<file path="config.mk">
export PLATFORM = sky130hd
export DESIGN_NAME = pipeline_snapshot_streamer
export DESIGN_NICKNAME = d
export VERILOG_FILES = /design/src/rtl/pipeline_snapshot_streamer.sv
export SDC_FILE = /design/constraint.sdc
export NUM_CORES = 1
export LEC_CHECK = 0
export BUFFER_PORTS_ARGS = -buffer_cell sky130_fd_sc_hd__buf_4
export CAP_MARGIN = 20
export CELL_PAD_IN_SITES_DETAIL_PLACEMENT = 1
export CELL_PAD_IN_SITES_GLOBAL_PLACEMENT = 1
export CORE_AREA = 2 2 92 112
export DETAILED_ROUTE_END_ITERATION = 7
export DIE_AREA = 0 0 94 114
export PLACE_DENSITY = 0.85
export SLEW_MARGIN = 20
export SYNTH_ARGS = -nofsm -noshare
export SYNTH_HDL_FRONTEND = slang
export SYNTH_SLANG_ARGS = --single-unit
</file>
<file path="constraint.sdc">
create_clock -name clk -period 1.6 [get_ports clk]
set_input_delay 0.32 -clock clk [delete_from_list [all_inputs] [get_ports clk]]
set_output_delay 0.32 -clock clk [all_outputs]
set_load 0.02 [all_outputs]
</file>
<file path="src/rtl/pipeline_snapshot_streamer.sv">
// pipeline_snapshot_streamer
// Stalls the datapath on request, reads the register file and a window of
// data memory through debug read ports, and streams the words out over a
// valid/ready interface, each tagged with its kind and index.
// Optional feature macro: SNAP_PC_EN (adds pc_in and a leading PC header word).
module pipeline_snapshot_streamer #(
    parameter int DATA_W    = 32,
    parameter int NREGS     = 8,
    parameter int MEM_WORDS = 2,
    parameter int MEM_BASE  = 0,
    parameter int ADDR_W    = 32
) (
    input  logic              clk,
    input  logic              rst,
    input  logic              snap_req,
    output logic              freeze,
    output logic              busy,
    output logic              req_overrun,
    output logic [5:0]        rf_raddr,
    input  logic [DATA_W-1:0] rf_rdata,
    output logic [ADDR_W-1:0] dm_raddr,
    input  logic [DATA_W-1:0] dm_rdata,
`ifdef SNAP_PC_EN
    input  logic [31:0]       pc_in,
`endif
    output logic              out_valid,
    input  logic              out_ready,
    output logic [DATA_W-1:0] out_data,
    output logic [7:0]        out_tag,
    output logic              out_last
);

    typedef enum logic [2:0] {
        S_IDLE,
        S_SETTLE,
`ifdef SNAP_PC_EN
        S_PCW,
`endif
        S_REGS,
        S_MEM,
        S_DRAIN
    } state_t;

    localparam logic [5:0] LAST_REG = 6'(NREGS - 1);
    localparam logic [5:0] LAST_MEM = 6'(MEM_WORDS - 1);

    state_t              state_q, state_d;
    logic [5:0]          idx_q, idx_d;
    logic                valid_q, valid_d;
    logic                last_q, last_d;
    logic [DATA_W-1:0]   data_q, data_d;
    logic [7:0]          tag_q, tag_d;
    logic                overrun_q, overrun_d;
    logic                slot_free;

    // The output register can take a new word when it is empty or being drained.
    assign slot_free = !valid_q || out_ready;

    // Next-state, read-port addressing and output-register load decisions.
    always_comb begin
        state_d   = state_q;
        idx_d     = idx_q;
        valid_d   = valid_q;
        last_d    = last_q;
        data_d    = data_q;
        tag_d     = tag_q;
        overrun_d = overrun_q;
        rf_raddr  = 6'd0;
        dm_raddr  = '0;

        // A request while a snapshot is running is dropped but remembered.
        if (state_q != S_IDLE && snap_req) begin
            overrun_d = 1'b1;
        end

        case (state_q)
            S_IDLE: begin
                if (snap_req) begin
                    state_d   = S_SETTLE;
                    overrun_d = 1'b0;
                    idx_d     = 6'd0;
                end
            end
            // One frozen cycle lets an in-flight writeback land before reading.
            S_SETTLE: begin
`ifdef SNAP_PC_EN
                state_d = S_PCW;
`else
                state_d = S_REGS;
`endif
            end
`ifdef SNAP_PC_EN
            S_PCW: begin
                if (slot_free) begin
                    valid_d = 1'b1;
                    data_d  = DATA_W'(pc_in);
                    tag_d   = 8'h00;
                    last_d  = 1'b0;
                    state_d = S_REGS;
                end
            end
`endif
            S_REGS: begin
                rf_raddr = idx_q;
                if (slot_free) begin
                    valid_d = 1'b1;
                    data_d  = rf_rdata;
                    tag_d   = {2'b01, idx_q};
                    last_d  = 1'b0;
                    if (idx_q == LAST_REG) begin
                        idx_d = 6'd0;
                        if (MEM_WORDS == 0) begin
                            last_d  = 1'b1;
                            state_d = S_DRAIN;
                        end else begin
                            state_d = S_MEM;
                        end
                    end else begin
                        idx_d = idx_q + 6'd1;
                    end
                end
            end
            S_MEM: begin
                dm_raddr = ADDR_W'(MEM_BASE) + ADDR_W'({idx_q, 2'b00});
                if (slot_free) begin
                    valid_d = 1'b1;
                    data_d  = dm_rdata;
                    tag_d   = {2'b10, idx_q};
                    last_d  = 1'b0;
                    if (idx_q == LAST_MEM) begin
                        last_d  = 1'b1;
                        state_d = S_DRAIN;
                    end else begin
                        idx_d = idx_q + 6'd1;
                    end
                end
            end
            S_DRAIN: begin
                if (valid_q && out_ready) begin
                    valid_d = 1'b0;
                    last_d  = 1'b0;
                    state_d = S_IDLE;
                end
            end
            default: begin
                state_d = S_IDLE;
            end
        endcase
    end

    // State and output registers; reset abandons any partial stream.
    always_ff @(posedge clk or posedge rst) begin
        if (rst) begin
            state_q   <= S_IDLE;
            idx_q     <= 6'd0;
            valid_q   <= 1'b0;
            last_q    <= 1'b0;
            data_q    <= '0;
            tag_q     <= 8'h00;
            overrun_q <= 1'b0;
        end else begin
            state_q   <= state_d;
            idx_q     <= idx_d;
            valid_q   <= valid_d;
            last_q    <= last_d;
            data_q    <= data_d;
            tag_q     <= tag_d;
            overrun_q <= overrun_d;
        end
    end

    assign busy        = (state_q != S_IDLE);
    assign freeze      = busy;
    assign req_overrun = overrun_q;
    assign out_valid   = valid_q;
    assign out_last    = last_q;
    assign out_data    = data_q;
    assign out_tag     = tag_q;

endmodule

</file>
Yosys cells after proc, flatten, opt, wreduce, memory -nomap -nowiden

Index checks and enable logic that the tools add are counted.

Bits of input ports: 68
Logic and storage cells: 69
Flip-flop bits (word level): 52

Equal/unequal tests: 14
$add $sub $neg: 1
Reduce and logical (&&, ||, !) cells: 16
Mux-type cells: 31

Operators with widths:

| kind                | number |
|---|---|
| $mux 32             | 2 |
| $pmux 32 s2         | 1 |
| $mux 6              | 6 |
| $mux 8              | 3 |
| $mux 3              | 6 |
| $pmux 6 s3          | 1 |
| $pmux 8 s2          | 1 |
| $pmux 3 s5          | 1 |
| $ne 2x2->1 const B  | 7 |
| $reduce_bool 3->1   | 3 |
| $mux 1              | 8 |
| $add 6x1->6 const B | 1 |
| $eq 3x2->1 const B  | 2 |
| $eq 6x1->1 const B  | 1 |
| $eq 6x3->1 const B  | 1 |
| $reduce_and 3->1    | 2 |
| $reduce_and 6->1    | 1 |
| $reduce_and 5->1    | 1 |
| $reduce_and 4->1    | 1 |
| $reduce_bool 2->1   | 2 |
| $eq 3x1->1 const B  | 1 |
| $eq 3x3->1 const B  | 1 |
| $logic_not 3->1     | 1 |
| $pmux 1 s3          | 1 |
| 6 further kinds     | 7 |

Logic depth before layout (Yosys ltp)

Gate-level depths: netlist of the first run.

Word-level depth: 5
Gate-level depth with buffers: 7

Worst setup path before layout of the first run

Ideal clock, no wire load.

Path kind: reg2reg
Start: register valid_q, in the netlist out_valid
End: register idx_q[3]
Data required time: 1476 ps
Data arrival time: 1443 ps
Slack: 33 ps
Path buffers: 0
Period minus slack after synthesis: 1567 ps
Cell stages (with the launch flop): 5
Library setup time: 124 ps
Cell sequence: dfrtp_1 -> nor2b_1 -> a211oi_2 -> nand3_1 -> a211o_1

Word-level cells in the longest chain between the ends: 4
Elaborated cells between the ends (all ways): 5
Classes of those cells: 2 x eq/ne; 3 x reduce/logical

Ends and longest elaborated chain:

| element                      | line | RTL |
|---|---|---|
| from (decl)                  | 49   | `logic valid_q, valid_d;` |
| from (signal assigned)       | 164  | `valid_q <= valid_d;` |
| $logic_not 1->1 *            | 57   | `assign slot_free = !valid_q \|\| out_ready;` |
| $logic_or 1x1->1 *           | 57   |  |
| $ne 2x2->1 (no line)         | -    |  |
| $reduce_and 5->1 (no line) * | -    |  |
| to (signal assigned)         | 163  | `idx_q <= idx_d;` |
| to (decl)                    | 48   | `logic [5:0] idx_q, idx_d;` |

Every way passes the cells marked *; elsewhere a longest branch is shown, timed or not.
A chain may end at the register's enable or synchronous reset.

Worst setup path after layout of the first run

Start: register state_q[0]
End: output freeze

Word-level cells in the longest chain between the ends: 1

Ends and longest elaborated chain:

| element                | line | RTL |
|---|---|---|
| from (decl)            | 47   | `state_t state_q, state_d;` |
| from (signal assigned) | 162  | `state_q <= state_d;` |
| $reduce_bool 3->1      | 172  | `assign busy = (state_q != S_IDLE);` |
| to (decl)              | 16   | `output logic freeze,` |

No other way between the ends.

==> summary.txt, run 1 <==
Yosys
  • Number of enable flip-flop cells after synthesis: 0
  • Yosys warning count: 0
  • Post-Synthesis Cells: 256
  • Cell variety after synth: 37
  • Seq cells post-synth: 52
  • Mapped Area: 2630 um2
  • Asr flop ratio synth: 100%
  • Sequential-to-total area share from yosys stat: 49.6%
  • Ys flop type: dfrtp_1
  • Syn avg cell area: 10.3 um2

Floorplan
  • Initial Util: 26.9%
  • Cell Rows: 40
  • Core area: 9760 um2
  • Die height: 114 um
  • Die X: 94 um
  • Die area: 10700 um2
  • I/O pin total: 151

Cells and area
  • Synthesis-to-layout area growth: 57.2%
  • Multi-input logic area: 1090 um2
  • Post-route non-filler standard cell count: 529
  • Area occupied by registers: 1310 um2
  • Share of cells above drive strength 1: 50.1%
  • Most frequent cells in the layout: buf_4, dfrtp_1, inv_1
  • Filler cells: 1135
  • Diodes inserted: 0
  • # nets final: 472
  • Post-layout instance area: 4130 um2
  • Commonest non-fill, non-tap cell in the layout: buf_4

Critical path
  • Worst EP arrival: 1360 ps
  • Worst Path Max Fanout: 4
  • CP endpoint kind: primary output
  • Crit path required time: 1280 ps
  • Critical path class: reg2out
  • Critical Path Source Type: register

Power and ir drop
  • Total power: 8.10 mW
  • Power per cell area: 1960 nW/um2
  • Lkg Pwr: 2.19 nW
  • Peak VDD IR: 0.743 mV

Routing
  • Routed wire length: 8520 um
  • DRT antenna net count: 0
  • DR WL/cell: 16.1 um
  • DRC: 0
  • Vias/cell: 4.74
  • Vias: 2506
  • 1st-pass router iterations: 5
  • Initial DRC count: 170

Timing
  • Fin. Hold Viols: 0
  • Final setup violation count: 27
  • Sum Neg Setup Slack: -1100 ps
  • Fin Clk Skew: 3.10 ps
  • Highest clock rate: 595 MHz
  • Hold Slack: 58.0 ps
  • Ratio of final minimum period to clock period: 105%
  • Final setup margin: -81.1 ps
  • Unrepaired setup endpoints after global routing: yes
  • Max-slew violations: 0
  • Min Tclk post-route: 1680 ps

Placement
  • Global placement routability congestion: 0.748
  • PortBufs: 124
  • HPWL Detailed: 6490 um
  • Placed Area: 3750 um2
  • DP Cell Count: 513

GRT
  • Largest net degree at the start of global routing: 31
  • Initial antenna violation count: 0
  • First-pass GRT wire length: 13700 um
  • Total grt overflow: 0
  • Vias in the first global route: 2748
  • GRT Overall Usage: 16.3%

Run status
  • Status: finished, violations left
  • Failing checks: negative setup slack

Clocking
  • Max Root-Sink Buffers: 2
  • CTS tree: built
  • Clk Latency, worst-skew pair: 280 ps
  • Clock tree root driver cell: clkbuf_16
  • CTS Buf Count: 5
  • Htree depth: 2
  • Count of clock tree sinks: 52
  • Reg clk slew, reported paths: 70 ps
  • Hold buffers post-CTS: 0

Worst hold path
  • HP Class: in2async

Flow run
  • Max cap viols: 0
[final cells by class]
type                    count  share of cell area (%)
clock buffers               8                    3.55
inverters                  35                    3.18
multi-input cells         151                    26.5
flip-flops and latches     52                    31.6
well taps                 126                    3.82
repair buffers            157                    31.3
[timing repair]
action                                  in CTS  in global routing
cloned                                       0                  0
endpoints found under the setup margin      16                 54
gates resized for setup                     36                 17
endpoints found under the hold margin        0                  0
setup buffers                                8                  0
pin swaps                                   10                 23
[per-stage QoR]
stage          setup slack, ps  utilization [%]
2_1_floorplan             22.1                -
3_3_place_gp              55.9             38.4
3_5_place_dp             -19.4             38.4
4_1_cts                  -90.2             41.7
5_1_grt                   -151             42.3
6_report                 -81.1             42.3
[flip-flops by register name (all words and copies together) (netlist names), named ones only]
register / count
out_last: 1
idx_q: 6
out_data: 32
out_valid: 1
state_q: 3
out_tag: 8
[per-layer routing]
metal	track usage [%]	part of all wire, %	up-vias
met2	32.0	59	104
met3	3.04	5.2	8
li1	-	-	1145
met5	0	0	-
met1	17.4	34	1249
met4	4.83	1.4	0
[power breakdown]
group | internal (mW) | total [mW] | switching [mW]
clock | 0.625 | 1.08 | 0.459
combinational | 2.26 | 4.70 | 2.44
sequential | 1.91 | 2.31 | 0.405
total | 4.79 | 8.10 | 3.31
[synthesized netlist by cell type (all sizes together), types with 2 or more instances]
cell type	number	area, um2
dfrtp	52	1300
buf	35	274
inv	35	131
a222oi	32	320
nand2	23	86.3
and2	14	90.1
clkbuf	8	30.0
nor2	8	30.0
nand3	6	30.0
nor3	5	30.0
and3b	4	35.0
a21oi	3	15.0
a22o	3	26.3
nand2b	3	18.8
a211o	2	17.5
and3	2	12.5
ha	2	25.0
mux2	2	22.5
o21ai	2	10.0
o221ai	2	17.5
[critical path, stage by stage (launching register included)]
cell	delay [ps]
dfrtp_2	430
buf_4	160
or3_4	350
buf_6	140
[cell families (layout without fill, tap and decap cells)]
kind of cell / Yosys count / count (layout) / share of synthesized area, %
xor gates and xnor gates: 1 / 1 / 0.334
muxes: 2 / 2 / 0.858
adders and majority gates: 2 / 2 / 0.953
AOI/OAI and AO/OA: 47 / 47 / 16.7
DFF: 52 / 52 / 49.6
other: 1 / 26 / 0.143
and+or+nand+nor: 73 / 73 / 14.8
buffers and inverters: 78 / 200 / 16.6
[path summary, 6_finish.rpt]
check                            start           to  slack, ps  cells after the start
setup reg to reg            state_q[1]  out_data[8]        -70                      6
hold / removal                     rst  out_data[8]         60                      2
hold reg to reg             out_tag[0]   out_tag[0]        500                      2
min in group clk           rf_rdata[3]  out_data[3]        240                      3
setup / recovery            state_q[0]       freeze        -80                      3
max in group asynchronous          rst   state_q[2]        990                      3
(Power assumes the default switching activity.)
==> run 2, diff against run 1 <==
Settings changed: CTS_CLUSTER_SIZE from default to 16, MAX_ROUTING_LAYER from default to met4.
==> run 2 against run 1 <==
Against the previous run: design area stayed put; hold slack improved by 0.54 ps; combinational power is essentially flat; the flow still finishes with violations (negative setup slack).
==> summary.txt, run 2 (same netlist as run 1, synthesis figures left out) <==
Routing
  • Routed wire length: 8530 um (was 8520 um)
  • Initial DRC count: 140 (was 170)
  • 1st-pass router iterations: 5 (unchanged)
  • DR WL/cell: 16.1 um (about the same)
  • DRT antenna net count: 0 (unchanged)
  • DRC: 0 (unchanged)
  • Vias: 2517 (was 2506)
  • Vias/cell: 4.76 (was 4.74)

Cells and area
  • Most frequent cells in the layout: buf_4, dfrtp_1, inv_1 (unchanged)
  • Share of cells above drive strength 1: 50.1% (unchanged)
  • Diodes inserted: 0 (unchanged)
  • Synthesis-to-layout area growth: 57.2% (unchanged)
  • Commonest non-fill, non-tap cell in the layout: buf_4 (unchanged)
  • # nets final: 472 (unchanged)
  • Max reg flops: 32 (unchanged)

Clocking
  • Count of clock tree sinks: 52 (unchanged)
  • Clk Latency, worst-skew pair: 280 ps (about the same)
  • CTS tree: built (unchanged)
  • Htree depth: 2 (unchanged)
  • Max Root-Sink Buffers: 2 (unchanged)
  • CTS Buf Count: 5 (unchanged)
  • Clock tree root driver cell: clkbuf_16 (unchanged)
  • Reg clk slew, reported paths: 70 ps (about the same)

GRT
  • Met1 global-route usage: 17.8% (was 17.4%)
  • Met2 Usage GRT: 32.0% (unchanged)
  • Initial antenna violation count: 0 (unchanged)
  • Routing usage on met3: 2.51% (was 3.04%)
  • Largest net degree at the start of global routing: 31 (unchanged)
  • Vias in the first global route: 2744 (was 2748)
  • First-pass GRT wire length: 13700 um (about the same)
  • Layer with the highest usage: met2 (unchanged)
  • Total grt overflow: 0 (unchanged)
  • GRT Overall Usage: 16.8% (was 16.3%)

Timing
  • Fin Clk Skew: 2.70 ps (was 3.10 ps)
  • Unrepaired setup endpoints after global routing: yes (unchanged)
  • Final setup violation count: 30 (was 27)
  • Min Tclk post-route: 1680 ps (about the same)
  • Final setup margin: -82.3 ps (was -81.1 ps)
  • Fin. Hold Viols: 0 (unchanged)
  • Highest clock rate: 594 MHz (was 595 MHz)
  • Ratio of final minimum period to clock period: 105% (about the same)
  • Sum Neg Setup Slack: -1280 ps (was -1100 ps)
  • Max-slew violations: 0 (unchanged)

Power and ir drop
  • Power per cell area: 1960 nW/um2 (about the same)
  • Switching power: 3.32 mW (was 3.31 mW)
  • Clock power share: 13.4% (about the same)
  • Int Pwr: 4.79 mW (about the same)
  • Gate power share: 58.1% (about the same)
  • Sw Ratio: 40.9% (about the same)
  • Peak VDD IR: 0.743 mV (about the same)
  • Lkg Pwr: 2.19 nW (unchanged)
  • Part of the power in registers: 28.6% (was 28.5%)

Critical path
  • Worst EP arrival: 1360 ps (about the same)
  • CP endpoint kind: primary output (unchanged)
  • Critical path class: reg2out (unchanged)
  • Critical Path Source Type: register (unchanged)
  • Crit path required time: 1280 ps (about the same)
  • Worst Path Max Fanout: 4 (unchanged)

Floorplan
  • Die X: 94 um (unchanged)
  • Core area: 9760 um2 (unchanged)
  • Initial Util: 26.9% (unchanged)
  • I/O pin total: 151 (unchanged)
  • Cell Rows: 40 (unchanged)
  • Die height: 114 um (unchanged)
  • Die area: 10700 um2 (unchanged)

Placement
  • HPWL Detailed: 6490 um (unchanged)
  • PortBufs: 124 (unchanged)
  • Global placement routability congestion: 0.758 (was 0.748)
  • Pre-CTS WS: -19.4 ps (unchanged)

Flow run
  • Max cap viols: 0 (unchanged)

Worst hold path
  • HP Class: in2async (unchanged)

Run status
  • Status: finished, violations left (unchanged)
  • Failing checks: negative setup slack (unchanged)
## run 2: critical path, cell delays in order (launching register included)
cell     delay [ps]
dfrtp_2         430
buf_4           160
or3_4           350
buf_6           140
## run 2: through the flow
| step | util (%) | hold slack, ps | power [mW] | instance area, um2 | instances |
|---|---|---|---|---|---|
| after floorplan | - | 405 | 4.65 | 2720 | 281 |
| after global placement | 38.4 | 364 | 6.38 | 3750 | 513 |
| after detailed placement | 38.4 | 376 | 6.57 | 3750 | 513 |
| after CTS | 41.7 | 70.6 | 8.05 | 4070 | 529 |
| after global routing | 42.3 | 91.8 | 8.65 | 4130 | 529 |
| final | 42.3 | 58.6 | 8.11 | 4130 | 529 |
## run 2: worst paths after layout
kind | depth (start not counted) | from | end | slack, ps
worst max-delay path | 3 | state_q[0] | freeze | -80
worst min-delay path | 2 | rst | out_data[8] | 60
worst max register to register | 6 | state_q[1] | out_data[8] | -70
worst min register to register | 2 | out_tag[5] | out_tag[5] | 500
max in group asynchronous | 3 | rst | state_q[2] | 990
min in group clk | 3 | rf_rdata[3] | out_data[3] | 240
## run 2: metal layers
layer / vias up / share of wire (%)
li1: 1145 / -
met1: 1256 / 35
met2: 106 / 59
met3: 10 / 4.8
met4: 0 / 1.6
met5: - / 0
## run 2: power by group through the flow
stage	combinational, mW	clock, mW	sequential (mW)
floorplan	1.80	0	2.85
global route	5.10	1.16	2.40
detailed placement	4.23	0	2.34
CTS	4.62	1.12	2.31
finish	4.71	1.08	2.31
global placement	4.08	0	2.30
## run 2: final cells by class
type,instances,area [um2]
Tap cell,126,158
Fill cell,1135,5630
Inverter,35,131
Sequential cell,52,1310
Multi-Input combinational cell,151,1090
Timing Repair Buffer,157,1290
Clock buffer,8,146
## run 2: repair_timing
action	in CTS	in global routing
hold buffers	0	0
gates resized for setup	36	17
buffers inserted	8	0
setup endpoints to repair	16	54
pin swaps	10	23
